[config.mk]
export PLATFORM = sky130hd
export DESIGN_NAME = nibble_add_sequencer_flat
export DESIGN_NICKNAME = d
export VERILOG_FILES = /design/src/rtl/nibble_add_sequencer_if.sv /design/src/rtl/nibble_add_sequencer.sv /design/src/flat_wrapper.sv
export SDC_FILE = /design/constraint.sdc
export NUM_CORES = 1
export LEC_CHECK = 0
export CORE_MARGIN = 1
export CORE_UTILIZATION = 55
export CTS_CLUSTER_DIAMETER = 30
export CTS_CLUSTER_SIZE = 14
export DETAILED_ROUTE_END_ITERATION = 12
export PLACE_DENSITY = 0.83
export SETUP_SLACK_MARGIN = 0.2
export SLEW_MARGIN = 5
export SYNTH_ARGS = -nofsm -noshare
export SYNTH_HDL_FRONTEND = slang
export SYNTH_SLANG_ARGS = --single-unit
export TNS_END_PERCENT = 10
[constraint.sdc]
create_clock -name clk -period 6.05 [get_ports clk]
set_input_delay 0.605 -clock clk [delete_from_list [all_inputs] [get_ports clk]]
set_output_delay 0.605 -clock clk [all_outputs]
set_load 0.005 [all_outputs]
[src/rtl/nibble_add_sequencer_if.sv]
// rtl/nibble_add_sequencer_if.sv - request/response bundle between a requester and the nibble add sequencer
interface nibble_add_sequencer_if #(
  parameter int NIBBLES = 4
);
  localparam int W = 4 * NIBBLES;

  logic         start;
  logic [W-1:0] op_a;
  logic [W-1:0] op_b;
  logic         cin;
  logic         busy;
  logic         done;
  logic [W-1:0] result;
  logic         cout;

  modport master (
    output start, op_a, op_b, cin,
    input  busy, done, result, cout
  );

  modport slave (
    input  start, op_a, op_b, cin,
    output busy, done, result, cout
  );
endinterface

[src/rtl/nibble_add_sequencer.sv]
// rtl/nibble_add_sequencer.sv - wide adder built by stepping a 4-bit delayed adder one nibble at a time
module nibble_add_sequencer #(
  parameter int NIBBLES       = 4,
  parameter int SETTLE_CYCLES = 2
) (
  input  logic                  clk,
  input  logic                  reset_n,
  nibble_add_sequencer_if.slave req,
  output logic [3:0]            adder_a,
  output logic [3:0]            adder_b,
  output logic                  adder_ci,
  input  logic [3:0]            adder_sum,
  input  logic                  adder_co
);
  localparam int W  = 4 * NIBBLES;
  localparam int CW = (SETTLE_CYCLES < 2) ? 1 : $clog2(SETTLE_CYCLES + 1);

  typedef enum logic [1:0] {IDLE, RUN, FIN} state_t;

  state_t        state;
  logic [W-1:0]  a_q;
  logic [W-1:0]  b_q;
  logic [W-1:0]  shadow;
  logic [W-1:0]  shadow_cap;
  logic [W-1:0]  result_q;
  logic [2:0]    idx;
  logic [2:0]    idx_nxt;
  logic [CW-1:0] cnt;
  logic          busy_q;
  logic          done_q;
  logic          cout_q;

  assign idx_nxt    = idx + 3'd1;
  assign req.busy   = busy_q;
  assign req.done   = done_q;
  assign req.result = result_q;
  assign req.cout   = cout_q;

  // Shadow including the nibble being captured this edge, so the final
  // nibble lands in result on the same edge it is sampled.
  always_comb begin
    shadow_cap = shadow;
    shadow_cap[{idx, 2'b00} +: 4] = adder_sum;
  end

  always_ff @(posedge clk or negedge reset_n) begin
    if (!reset_n) begin
      state    <= IDLE;
      a_q      <= '0;
      b_q      <= '0;
      shadow   <= '0;
      result_q <= '0;
      idx      <= '0;
      cnt      <= '0;
      busy_q   <= 1'b0;
      done_q   <= 1'b0;
      cout_q   <= 1'b0;
      adder_a  <= 4'd0;
      adder_b  <= 4'd0;
      adder_ci <= 1'b0;
    end else begin
      case (state)
        // FIN accepts start too, giving back-to-back operation
        IDLE, FIN: begin
          done_q <= 1'b0;
          if (req.start) begin
            a_q      <= req.op_a;
            b_q      <= req.op_b;
            adder_a  <= req.op_a[3:0];
            adder_b  <= req.op_b[3:0];
            adder_ci <= req.cin;
            idx      <= 3'd0;
            cnt      <= CW'(SETTLE_CYCLES);
            busy_q   <= 1'b1;
            state    <= RUN;
          end else begin
            state <= IDLE;
          end
        end
        RUN: begin
          if (cnt == CW'(1)) begin
            shadow <= shadow_cap;
            if (idx == 3'(NIBBLES - 1)) begin
              result_q <= shadow_cap;
              cout_q   <= adder_co;
              busy_q   <= 1'b0;
              done_q   <= 1'b1;
              adder_a  <= 4'd0;
              adder_b  <= 4'd0;
              adder_ci <= 1'b0;
              state    <= FIN;
            end else begin
              adder_a  <= a_q[{idx_nxt, 2'b00} +: 4];
              adder_b  <= b_q[{idx_nxt, 2'b00} +: 4];
              adder_ci <= adder_co;
              idx      <= idx_nxt;
              cnt      <= CW'(SETTLE_CYCLES);
            end
          end else begin
            cnt <= cnt - 1'b1;
          end
        end
        default: state <= IDLE;
      endcase
    end
  end
endmodule

[src/flat_wrapper.sv]
// flat-port wrapper written by rule: the top's interface ports become plain ports
module nibble_add_sequencer_flat 
#(
  parameter int NIBBLES       = 4,
  parameter int SETTLE_CYCLES = 2
)
  (clk, reset_n, adder_a, adder_b, adder_ci, adder_sum, adder_co, req_start, req_op_a, req_op_b, req_cin, req_busy, req_done, req_result, req_cout);
  nibble_add_sequencer_if #(.NIBBLES(NIBBLES)) req_i ();
  input  logic clk;
  input  logic reset_n;
  output logic [3:0] adder_a;
  output logic [3:0] adder_b;
  output logic adder_ci;
  input  logic [3:0] adder_sum;
  input  logic adder_co;
  input wire logic [$bits(req_i.start)-1:0] req_start;
  input wire logic [$bits(req_i.op_a)-1:0] req_op_a;
  input wire logic [$bits(req_i.op_b)-1:0] req_op_b;
  input wire logic [$bits(req_i.cin)-1:0] req_cin;
  output wire logic [$bits(req_i.busy)-1:0] req_busy;
  output wire logic [$bits(req_i.done)-1:0] req_done;
  output wire logic [$bits(req_i.result)-1:0] req_result;
  output wire logic [$bits(req_i.cout)-1:0] req_cout;
  assign req_i.start = req_start;
  assign req_i.op_a = req_op_a;
  assign req_i.op_b = req_op_b;
  assign req_i.cin = req_cin;
  assign req_busy = req_i.busy;
  assign req_done = req_i.done;
  assign req_result = req_i.result;
  assign req_cout = req_i.cout;
  nibble_add_sequencer #(.NIBBLES(NIBBLES), .SETTLE_CYCLES(SETTLE_CYCLES)) u_core (.clk(clk), .reset_n(reset_n), .req(req_i), .adder_a(adder_a), .adder_b(adder_b), .adder_ci(adder_ci), .adder_sum(adder_sum), .adder_co(adder_co));
endmodule
---- After elaboration in Yosys (flattened, before gate mapping) ----
Index checks and enable logic that the tools add are counted.
storage, ports and cells
  register bits ........................... 83
  latch bits .............................. 0
  memory bits (writable) .................. 0
  memory bits (read-only) ................. 0
  input bits .............................. 41
  output and inout port bits .............. 28
  memories ................................ 0
operators by class
  $add $sub $neg .......................... 3
  $mul .................................... 0
  divide/modulo/power cells ............... 0
  magnitude comparators ................... 0
  equality and inequality tests ........... 9
  shift operators ......................... 4
  mux-type cells .......................... 32
  bitwise operators ....................... 0
  reduce and logical (&&, ||, !) cells .... 12
operator list
  cell                    count
  $shiftx 16x6->4         2
  $mux 4                  6
  $bwmux 16               1
  $pmux 4 s2              2
  $shift 4x7->16 const A  1
  $shiftx 4x7->16         1
  $reduce_and 3->1        4
  $mux 2                  5
  $mux 1                  9
  $mux 3                  3
  $pmux 2 s2              2
  $reduce_and 4->1        2
  $neg 5->7               1
  $pmux 1 s2              3
  $pmux 3 s2              1
  $reduce_and 2->1        3
  $eq 2x1->1 const B      2
  $ne 2x1->1 const B      2
  $ne 2x2->1 const B      2
  $add 3x1->3 const B     1
  $eq 3x2->1 const B      1
  $ne 3x3->1 const B      1
  $eq 2x2->1 const B      1
  $logic_not 2->1         1
  other kinds (3)         3

---- Longest topological paths before layout ----
  depth after elaboration ................. 5
  depth in mapped cells ................... 9
  mapped depth without buffers ............ 6

---- Worst setup path after synthesis ----
No wires, ideal clock.
  kind .................................... flip-flop to flip-flop
  start ................................... reg u_core.idx[0]
  end ..................................... reg u_core.shadow[0]
  arrival time ............................ 2135 ps
  path slack .............................. 3790 ps
  cell stages (with the launch flop) ...... 10
  period minus slack after synthesis ...... 2260 ps
  cells stage by stage .................... dfrtp_1 -> buf_6 -> buf_8 -> inv_1 -> ha_1 -> ha_1 -> buf_6 -> nor4b_4 -> nand3_4 -> mux2_4
between the ends
  word-level cells in the longest chain between the ends .. 3
  elaborated cells on any way between the ends .. 4
ends and longest elaborated chain
  element                                            line                        RTL
  start: declaration                                 nibble_add_sequencer.sv:26  logic [2:0] idx;
  start signal: assignment                           nibble_add_sequencer.sv:96  idx <= idx_nxt;
  $neg 5->7 (*)                                      nibble_add_sequencer.sv:43  shadow_cap[{idx, 2'b00} +: 4] = adder_sum;
  $shiftx 4x7->16 or $shift 4x7->16 (tied branches)  nibble_add_sequencer.sv:43
  $bwmux 16 (*)                                      nibble_add_sequencer.sv:43
  end signal: assignment                             nibble_add_sequencer.sv:82  shadow <= shadow_cap;
  end: declaration                                   nibble_add_sequencer.sv:23  logic [W-1:0] shadow;
Every way passes the cells marked *; elsewhere a longest branch is shown, timed or not.
A chain may end at the register's enable or synchronous reset.

---- Final worst setup path ----
  start ................................... reg u_core.idx[0]
  end ..................................... reg u_core.cout_q (netlist: u_core.req.cout)
between the ends
  word-level cells in the longest chain between the ends .. 2
ends and longest elaborated chain
  element                     line                        RTL
  $eq 3x2->1                  nibble_add_sequencer.sv:83  if (idx == 3'(NIBBLES - 1)) begin
  $reduce_and 3->1 (no line)  -
  end signal: assignment      nibble_add_sequencer.sv:85  cout_q <= adder_co;
  end: declaration            nibble_add_sequencer.sv:31  logic cout_q;
No other way between the ends.

==> results.env <==
NUMBER_OF_SYNTHESIZED_FLOPS_WITH_AN_ENABLE_PIN=0
YOSYSSEQAREASHARE=0.5400
SYNTH_NETS=413
POST_CTS.REPAIR.SETUP_BUFFERS=0
MAXIMUM_VDD_IR_DROP_V=0.0002379
VIOLATION_COUNT_AFTER_THE_FIRST_DETAILED_ROUTING_ITERATION=210
PLACEMENT.IO_BUFFERS=68
YOSYS_REGISTER_BITS=83
WORST_SLEW_PIN_SLEW_NS=1.006
CP-ENDPOINT='u_core.req.cout$_DFFE_PN0P_'
TOTAL_LEAKAGE_POWER_uW=0.002180
CRITICAL_PATH.CELL_CHAIN='ha_1 -> ha_1 -> and2_1 -> mux2_2'
TOTAL_GR_OVERFLOW=0
CTSHOLDBUFFERS=0
CRIT_PATH_FREQUENT_CELL='ha_1'
FIRST_PASS_ITERS=4
FLOORPLAN_CORE_AREA_UM2=6756
FINAL_MAX_SLEW_VIOL_COUNT=0
CTS_INSERTED_BUFFERS=9
HOLD_PATH.CLASS='input pin to async pin'
POSTSYNTHAREAPERCELL_UM2=10.51
CP_SLOWEST_STAGE_DELAY_NS=0.99
FRACTION_OF_FINAL_LAYOUT_CELLS_SIZED_BEYOND_DRIVE_STRENGTH_1=0.08899
GRT_ANTENNA_BEFORE_REPAIR=0
TIMING.FINAL.HOLD_VIOLATIONS=0
P_SWITCHING_uW=921.1
SYNTH_AREA_LEADERS='dfrtp_1 (54%), nand2_1 (11%), a21oi_1 (5.2%)'
PLACEDCELLCOUNT=491
GRT_START_MAX_NET_PINS=84
WIRE_PER_INST_UM=17.23
AREA_OF_COMBINATIONAL_CELLS_WITH_MULTIPLE_INPUTS_UM2=1630
DESIGN.DIE.AREA_UM2=7332
ROUTABILITYCONGESTION=0.7992
NUMNETS_FINAL=469
WORST_SETUP_HOLD_PATH_CLK_SLEW_NS=0.08
CLOCK_SKEW_NS=0.008778
MAX_CAP_VIOL_COUNT=0
FMAX_MHz=310.3
NETSWITCHINGFRACTION=0.3746
POWER_FRAC_CLOCK=0.146
TIMING_WORST_SETUP_PATH_TYPE='flip-flop to flip-flop'
WORST_R2R_PATH_DEPTH=4
RSZ0062_AT_GRT='false'
ENDPOINT_KIND='flip-flop'
CLOCKBUFFERDEPTH=2
DATA_REQUIRED_TIME_AT_THE_WORST_ENDPOINT_NS=6.29
VIA_DENSITY=5.872
FINAL_CELL_COUNT_WITHOUT_FILLERS=507
NETLIST_TOP_CELLS_COUNT='nand2_1 (108), dfrtp_1 (83), a21oi_1 (40), a22oi_1 (12), clkbuf_1 (12)'
TIMING.RR.START='u_core.idx[0]$_DFFE_PN0P_'
YS.FLOP_TYPE='dfrtp_1'
STATUS='completed'
ROUTE.ANTENNA.REMAINING_NETS=0
CRITPATHLAUNCHTYPE='flip-flop'
YOSYS.AREA.TOP_TYPE_SHARE=0.5400
CTSROOTBUFFERMASTER='clkbuf_8'
FIRST_GLOBAL_VIAS=2978
DIE_W_UM=85.63
TIMING.CRITICAL_PATH.FROM='u_core.idx[0]$_DFFE_PN0P_'
IO_PINS=69
FINAL_SETUP_MARGIN_NS=2.827
SYNTHESIS.YOSYS.WARNINGS=0
TIMING.SETUP.TNS_NS=0
DRT_DRC_VIOLATIONS_LEFT=0
CRITICAL_PATH_BUF_INV_COUNT=0
CLOCK_TREE.HTREE_LEVEL_COUNT=3
CTS.REPAIR.RESIZED=0
WIRELENGTH_UM=8736
POST_SYNTHESIS_CELL_TYPE_COUNT=42
POWER.COMBINATIONAL.FRACTION=0.445
TRITONCTS='done'
FINAL-SEQ-AREA_UM2=2077
NUM-FILL-CELLS=517
TIMING.RR.END='u_core.req.cout$_DFFE_PN0P_'
ALL_LAYER_GR_USAGE=0.2551
POSTLAYOUTCOREUTIL=0.6939
DETAILROUTE.VIA_COUNT=2977
AREA_GROWTH_PCT=21.89
REPORT.POWER.TOTAL_uW=2459
PATH_MAX_FANOUT=23
CLOCK_LATENCY_NS=0.35
PERIOD_SHARE=0.5327
SETUP-VIOLATIONS-FINAL=0
TIMING.CRITICAL_PATH.MAX_DELAY_FAMILY='adder cells'
DIEHEIGHT_UM=85.63
POSTSYNTH.ASYNCRESETSHARE=1.000
YOSYS.CELL_COUNT.TOP_TYPE='nand2_1'
WORST_EP_ARRIVAL_TIME_NS=3.46
POST_SYNTH_INSTANCE_AREA_UM2=3846
HPWLAFTERDP_UM=5795
GLOBAL_ROUTE_WIRE_LENGTH_BEFORE_REPAIR_UM=14350
REGTOREGSETUPSLACK_NS=2.83
POWER_DENSITY_nW_PER_UM2=524.5
INITIAL_STANDARD_CELL_UTILIZATION_OF_THE_CORE=0.5693
CRIT_PATH_TOP_DELAY_CELL='dfrtp_1'
LAYOUT_MIN_CYCLE_TIME_NS=3.223
NUMBER_OF_CLOCK_SINKS=83
SYNTH_TOP_CELL_BY_AREA='dfrtp_1'
SEQ_POWER_SHARE=0.409
POST_SYNTH_INST_COUNT=366
PRECTSSETUPSLACK_NS=2.897
SLEW_HEADROOM=0.3292
DIODES=0
NUM_ROWS=30
INTERNAL_CELL_POWER_uW=1538
WORSTSETUPPATHDEPTH=4
[worst reg2reg max path: cells and delay by family, from the launching register on]
kind / cells / cell delay [ns]
flops: 1 / 0.99
fa+ha+maj: 2 / 1.02
mux: 1 / 0.41
simple gates: 1 / 0.71
[worst min path at each step]
| stage | from | endpoint | slack [ns] |
|---|---|---|---|
| finish | reset_n | u_core.shadow[14]$_DFFE_PN0P_ | 0.41 |
| global route | u_core.a_q[9]$_DFFE_PN0P_ | u_core.a_q[9]$_DFFE_PN0P_ | 0.50 |
| CTS | reset_n | u_core.req.result[0]$_DFFE_PN0P_ | 0.46 |
| detailed placement | u_core.a_q[15]$_DFFE_PN0P_ | u_core.a_q[15]$_DFFE_PN0P_ | 0.46 |
| global placement | u_core.a_q[0]$_DFFE_PN0P_ | u_core.a_q[0]$_DFFE_PN0P_ | 0.45 |
| floorplan | reset_n | u_core.a_q[0]$_DFFE_PN0P_ | 0.31 |
[layer usage]
metal | track usage | share of wire
met1 | 0.3349 | 0.42
met2 | 0.4269 | 0.50
met3 | 0.03561 | 0.050
met4 | 0.1121 | 0.024
met5 | 0 | 0
[logic make-up (layout without fill, tap and decap cells)]
family	Yosys count	count (layout)	synth area share
simple gates	148	148	0.1802
flops	83	83	0.5400
compound gates	76	76	0.1181
buf+inv	29	90	0.03968
mux	24	24	0.1025
fa+ha+maj	6	6	0.01952
[stage by stage]
| stage | hold slack (ns) | instance area (µm²) |
|---|---|---|
| final | 0.4110 | 4688 |
| after global routing | 0.5032 | 4688 |
| after CTS | 0.4582 | 4688 |
| after detailed placement | 0.4582 | 4516 |
| after global placement | 0.4499 | 4516 |
| after floorplan | 0.3094 | 3846 |
[cell usage in the layout, fill, tap and decap left out, types with 2 or more instances in the layout]
cell	netlist	layout
nand2_1	108	108
dfrtp_1	83	83
clkdlybuf4s50_1	0	67
a21oi_1	40	40
a22oi_1	12	12
clkbuf_8	0	11
nor3_1	9	9
mux4_1	7	7
mux2i_1	6	6
mux2_2	6	6
nand3_1	6	6
ha_1	6	6
nor2_1	5	5
o21ai_0	5	5
inv_1	4	4
a32oi_1	4	4
and3_2	4	4
o21ai_1	4	4
a31oi_1	4	4
a22o_1	4	4
mux2_4	4	4
clkbuf_1	12	3
buf_4	3	3
nand2b_1	2	2
and3_1	2	2
clkinv_2	0	2
[flip-flops by register name, summed over array words and instances (netlist names)]
| register | count |
|---|---|
| u_core.a_q | 16 |
| u_core.b_q | 16 |
| u_core.req.result | 16 |
| u_core.shadow | 16 |
| u_core.adder_a | 4 |
| u_core.adder_b | 4 |
| u_core.idx | 3 |
| u_core.cnt | 2 |
| u_core.state | 2 |
| u_core.adder_ci | 1 |
| u_core.req.busy | 1 |
| u_core.req.cout | 1 |
| u_core.req.done | 1 |
[power groups by stage]
stage | combinational (µW) | clock, µW | sequential, µW
6_report | 1090 | 359 | 1000
2_1_floorplan | 757 | 0 | 942
3_3_place_gp | 1040 | 0 | 992
5_1_grt | 1200 | 387 | 1040
4_1_cts | 1100 | 364 | 1000
3_5_place_dp | 1090 | 0 | 1010
[cell type report]
class / instances / share of cell area
Sequential cell: 83 / 0.4430
Multi-Input combinational cell: 254 / 0.3477
Timing Repair Buffer: 70 / 0.1479
Clock buffer: 14 / 0.03469
Tap cell: 80 / 0.02135
Inverter: 4 / 0.003203
Clock inverter: 2 / 0.002135
Note: power is estimated with default switching activity, not from simulation.
==> edit 1, RTL diff (same settings) <==
`NIBBLES` is set to 4 in 3 places; all go to 2.
--- a/src/rtl/nibble_add_sequencer_if.sv
+++ b/src/rtl/nibble_add_sequencer_if.sv
@@ -1,5 +1,5 @@
 // rtl/nibble_add_sequencer_if.sv - request/response bundle between a requester and the nibble add sequencer
 interface nibble_add_sequencer_if #(
-  parameter int NIBBLES = 4
+  parameter int NIBBLES = 2
 );
   localparam int W = 4 * NIBBLES;
--- a/src/rtl/nibble_add_sequencer.sv
+++ b/src/rtl/nibble_add_sequencer.sv
@@ -1,5 +1,5 @@
 // rtl/nibble_add_sequencer.sv - wide adder built by stepping a 4-bit delayed adder one nibble at a time
 module nibble_add_sequencer #(
-  parameter int NIBBLES       = 4,
+  parameter int NIBBLES       = 2,
   parameter int SETTLE_CYCLES = 2
 ) (
--- a/src/flat_wrapper.sv
+++ b/src/flat_wrapper.sv
@@ -2,5 +2,5 @@
 module nibble_add_sequencer_flat 
 #(
-  parameter int NIBBLES       = 4,
+  parameter int NIBBLES       = 2,
   parameter int SETTLE_CYCLES = 2
 )
Ports: changed (resized req_op_a, req_op_b and req_result); port bits go from 69 to 45. No check against the original RTL was run, so the function may have changed too.
==> edit 1 against the original RTL <==
Maximum frequency is 34% higher; synthesized area down 38%; core utilization increased by 2.7 points; clock skew grew 0.0010 ns; sequential cell count fell by 32; power decreased by 38%; combinational power shrank 37%; via count is 39% lower; first-iteration DRC count is 38% lower; design area fell by 37%; routed wire length down 43%; worst setup slack improved by 0.82 ns; largest power group unchanged.
==> edit 1: results (changes against the original RTL) <==
| Metric | Value |
|---|---|
| Sequential cell count | `51 (-39%)` |
| Placement Cell Area | `2840 sq um (-37%)` |
| Post-synthesis cell type count | `33 (-21%)` |
| Starting DRT DRC Count | `131 (-38%)` |
| Worst Setup Slack, final | `3.65 ns (+0.818 ns)` |
| Port Buffer Count | `44 (-35%)` |
| Multi-input logic area | `1050 sq um (-36%)` |
| Global Route Usage Sum | `24.4% (-1.1 points)` |
| Pin count of the biggest net entering global routing | `52 (-38%)` |
| FF+latch area | `1280 sq um (-39%)` |
| Placed Cells | `313 (-36%)` |
| Multi-input combinational area share | `35.7% (+0.92 points)` |
| Clock skew | `0.00981 ns (+0.00103 ns)` |
| Core box area | `4090 sq um (-40%)` |
| Status | `complete, no violations` |
| Worst-Skew Late Latency | `0.30 ns (-0.05 ns)` |
| Buffering overhead | `15.0% (+0.26 points)` |
| Syn Area/Cell | `10.4 sq um (-1.0%)` |
| Non-clk bufs | `45 (-36%)` |
| WP data arrival | `2.59 ns (-0.87 ns)` |
| Hold Path Class | `register to register` |
| Hold Slack | `0.481 ns (+0.0699 ns)` |
| CTS Buf Count | `5 (-4)` |
| Sequential share of the synthesized area | `53.3% (-0.65 points)` |
| Layout clock area frac | `3.40% (-0.28 points)` |
| Worst Max-Slew Pin Slew | `1.10 ns (+0.0906 ns)` |
-- edit 1: changes by cell type in the layout (fill, tap and decap cells not counted), moves of 8 or more --
cell	change
mux2_2	+11
a22oi_1	-12
dfrtp_1	-32
a21oi_1	-27
o211ai_1	+8
clkdlybuf4s50_1	-24
nand2_1	-54
-- edit 1: cell families after synthesis --
logic type	Yosys count	synth area share, %
muxes	22	10.1
DFF	51	53.3
buffers and inverters	15	2.72
and+or+nand+nor	89	18.4
adders and majority gates	4	2.09
AOI/OAI and AO/OA	49	13.3
-- edit 1: routing by layer --
layer,vias to the layer above,share of wire (%)
met5,-,0
met4,0,1.6
met3,9,3.8
met2,44,48
met1,867,47
li1,887,-
-- edit 1: where the power goes --
group          leakage [nW]  total (mW)  switching, mW  internal [mW]
Clock                0.0515       0.209          0.104          0.104
Combinational         0.669       0.689          0.325          0.364
Sequential            0.607       0.618          0.114          0.504
-- edit 1: tightest hold or removal path: stages (launching register included) --
cell	delay, ns
dfrtp_1	0.35
nand2_1	0.05
nand2_1	0.06
==> edit 2, RTL diff (same flow settings) <==
Without the edit above. Add an input register stage for `adder_sum` and `adder_co`, without a reset; this delays them by one clock. The other inputs are not delayed to match.
--- a/src/rtl/nibble_add_sequencer.sv
+++ b/src/rtl/nibble_add_sequencer.sv
@@ -17,4 +17,12 @@
 
   typedef enum logic [1:0] {IDLE, RUN, FIN} state_t;
+
+  logic [3:0] adder_sum_q;
+  logic adder_co_q;
+
+  always_ff @(posedge clk) begin
+    adder_sum_q <= adder_sum;
+    adder_co_q  <= adder_co;
+  end
 
   state_t        state;
@@ -41,5 +49,5 @@
   always_comb begin
     shadow_cap = shadow;
-    shadow_cap[{idx, 2'b00} +: 4] = adder_sum;
+    shadow_cap[{idx, 2'b00} +: 4] = adder_sum_q;
   end
 
@@ -83,5 +91,5 @@
             if (idx == 3'(NIBBLES - 1)) begin
               result_q <= shadow_cap;
-              cout_q   <= adder_co;
+              cout_q   <= adder_co_q;
               busy_q   <= 1'b0;
               done_q   <= 1'b1;
@@ -93,5 +101,5 @@
               adder_a  <= a_q[{idx_nxt, 2'b00} +: 4];
               adder_b  <= b_q[{idx_nxt, 2'b00} +: 4];
-              adder_ci <= adder_co;
+              adder_ci <= adder_co_q;
               idx      <= idx_nxt;
               cnt      <= CW'(SETTLE_CYCLES);
Behaviour: not the same (a bounded check fails within 4 cycles, from zero or initial values and one cycle with reset_n low).
==> edit 2 against the original RTL <==
Sequential cell count is 5 higher; synthesized area is 3.5% higher; worst setup slack better by 0.30 ns; routed wire length is 0.85% lower; largest power group is now sequential cells; design area is 4.0% higher; die area is 3.4% higher; count of clock-buffer cells in the layout is 5 lower; power is 7.6% lower; hold slack worse by 0.025 ns.
==> edit 2: results (changes against the original RTL) <==
| Metric | Value |
|---|---|
| Status | `complete, no violations` |
| Clock power frac | `18.3% (+3.7 points)` |
| Clock skew | `0.0125 ns (+0.00373 ns)` |
| Pin count of the biggest net entering global routing | `84 (unchanged)` |
| Hold Path Class | `input pin to asynchronous set/reset pin` |
| Pre-antenna DRT Iters | `4 (unchanged)` |
| Wirelength per Cell | `16.3 um (-5.5%)` |
| Post-synthesis cell type count | `45 (+7.1%)` |
| WP data arrival | `3.17 ns (-0.29 ns)` |
| Worst-Skew Late Latency | `0.36 ns` |
| Antenna violations before repair | `0 (unchanged)` |
| Commonest cells post-synth | `nand2_1 (103), dfrtp_1 (83), o21ai_0 (32)` |
| Clock Path Buffers | `2 (unchanged)` |
| Met1 Use GR | `33.8% (+0.34 points)` |
| Sequential share of the synthesized area | `54.7% (+0.70 points)` |
| Syn Area/Cell | `10.6 sq um (+1.0%)` |
| Post-Route M1 WL | `3.82 mm (+3.0%)` |
| Antenna Cells | `0 (unchanged)` |
| GPL Wtd Cong | `0.816 (+2.1%)` |
| Post-Synth Adder-Cell Area | `1.89% (-0.066 points)` |
| Met2 wire length | `4.32 mm (-1.6%)` |
| Total number of vias | `3039 (+2.1%)` |
| Postcts setup bufs | `0 (unchanged)` |
| Placement Cell Area | `4670 sq um (+3.5%)` |
| HPWL Detailed | `5.84 mm (+0.70%)` |
| Htree depth | `3 (unchanged)` |
| Pwr Total | `2.27 mW (-7.6%)` |
| Starting DRT DRC Count | `243 (+16%)` |
| Worst Max-Slew Pin Slew | `1.01 ns (+0.00429 ns)` |
| Syn_nets | `422 (+2.2%)` |
| Post-synthesis mux area share | `11.0% (+0.72 points)` |
| Leak | `2.28 nW (+4.5%)` |
| Vias per inst | `5.71 (-2.7%)` |
| Post-place setup slack | `3.17 ns (+0.271 ns)` |
| Cts repair resizes | `0 (unchanged)` |
| Placed Cells | `516 (+5.1%)` |
| Met2 Use GR | `41.3% (-1.4 points)` |
| Layout fillers | `532 (+2.9%)` |
| Max FO, Critical Path | `23 (unchanged)` |
| Area contributors post-synth | `dfrtp_1 (52%), nand2_1 (9.7%), o21ai_0 (4.0%)` |
| Post-synthesis async set-or-reset flop share | `94.3% (-5.7 points)` |
| Max layer used | `met4` |
| GR Layer Usage met3 | `6.45% (+2.9 points)` |
| Global Route Usage Sum | `25.6% (+0.087 points)` |
| Power per cell area | `466 nW/um^2 (-11%)` |
| Share of layout cells above drive strength 1 | `10.8% (+1.9 points)` |
| Number of global-route vias before repair | `2916 (-2.1%)` |
| Met3 Wirelength | `373 um (-15%)` |
| Post-layout nets | `478 (+1.9%)` |
| Port Buffer Count | `68 (unchanged)` |
| Sw frac | `35.2% (-2.2 points)` |
| Worst vdd ir | `0.000256 V (+7.8%)` |
| Clock transition at path regs | `0.09 ns` |
| Combinational share of power | `38.8% (-5.7 points)` |
| Area fraction in compound gates after synthesis | `11.0% (-0.84 points)` |
| Global-route wire length before repair | `14.4 mm (+0.29%)` |
| CTS Buf Count | `9 (unchanged)` |
## edit 2: final timing paths
kind | start | end | slack, ns | cells past startpoint
max in group asynchronous | reset_n | u_core.req.cout | 4.99 | 1
setup reg to reg | u_core.idx[0] | u_core.shadow[3] | 3.13 | 6
hold / removal | reset_n | u_core.b_q[5] | 0.39 | 1
setup / recovery | u_core.idx[0] | u_core.shadow[3] | 3.13 | 6
hold reg to reg | u_core.a_q[11] | u_core.a_q[11] | 0.48 | 2
min in group clk | u_core.a_q[11] | u_core.a_q[11] | 0.48 | 2
## edit 2: worst max-delay path: stages, from the launching register on
cell and delay (ns):
dfrtp_1 0.97, inv_1 0.20, ha_1 0.27, ha_1 0.39, nor4b_4 0.48, nand3_4 0.16
mux2_4 0.33
## edit 2: area by class of cell
type | count | area share, %
inverter | 5 | 0.385
tap | 96 | 2.46
clock buffer | 9 | 2.54
timing repair buffer | 70 | 14.2
sequential | 88 | 44.6
clock inverter | 7 | 1.62
multi-input combinational | 257 | 34.1
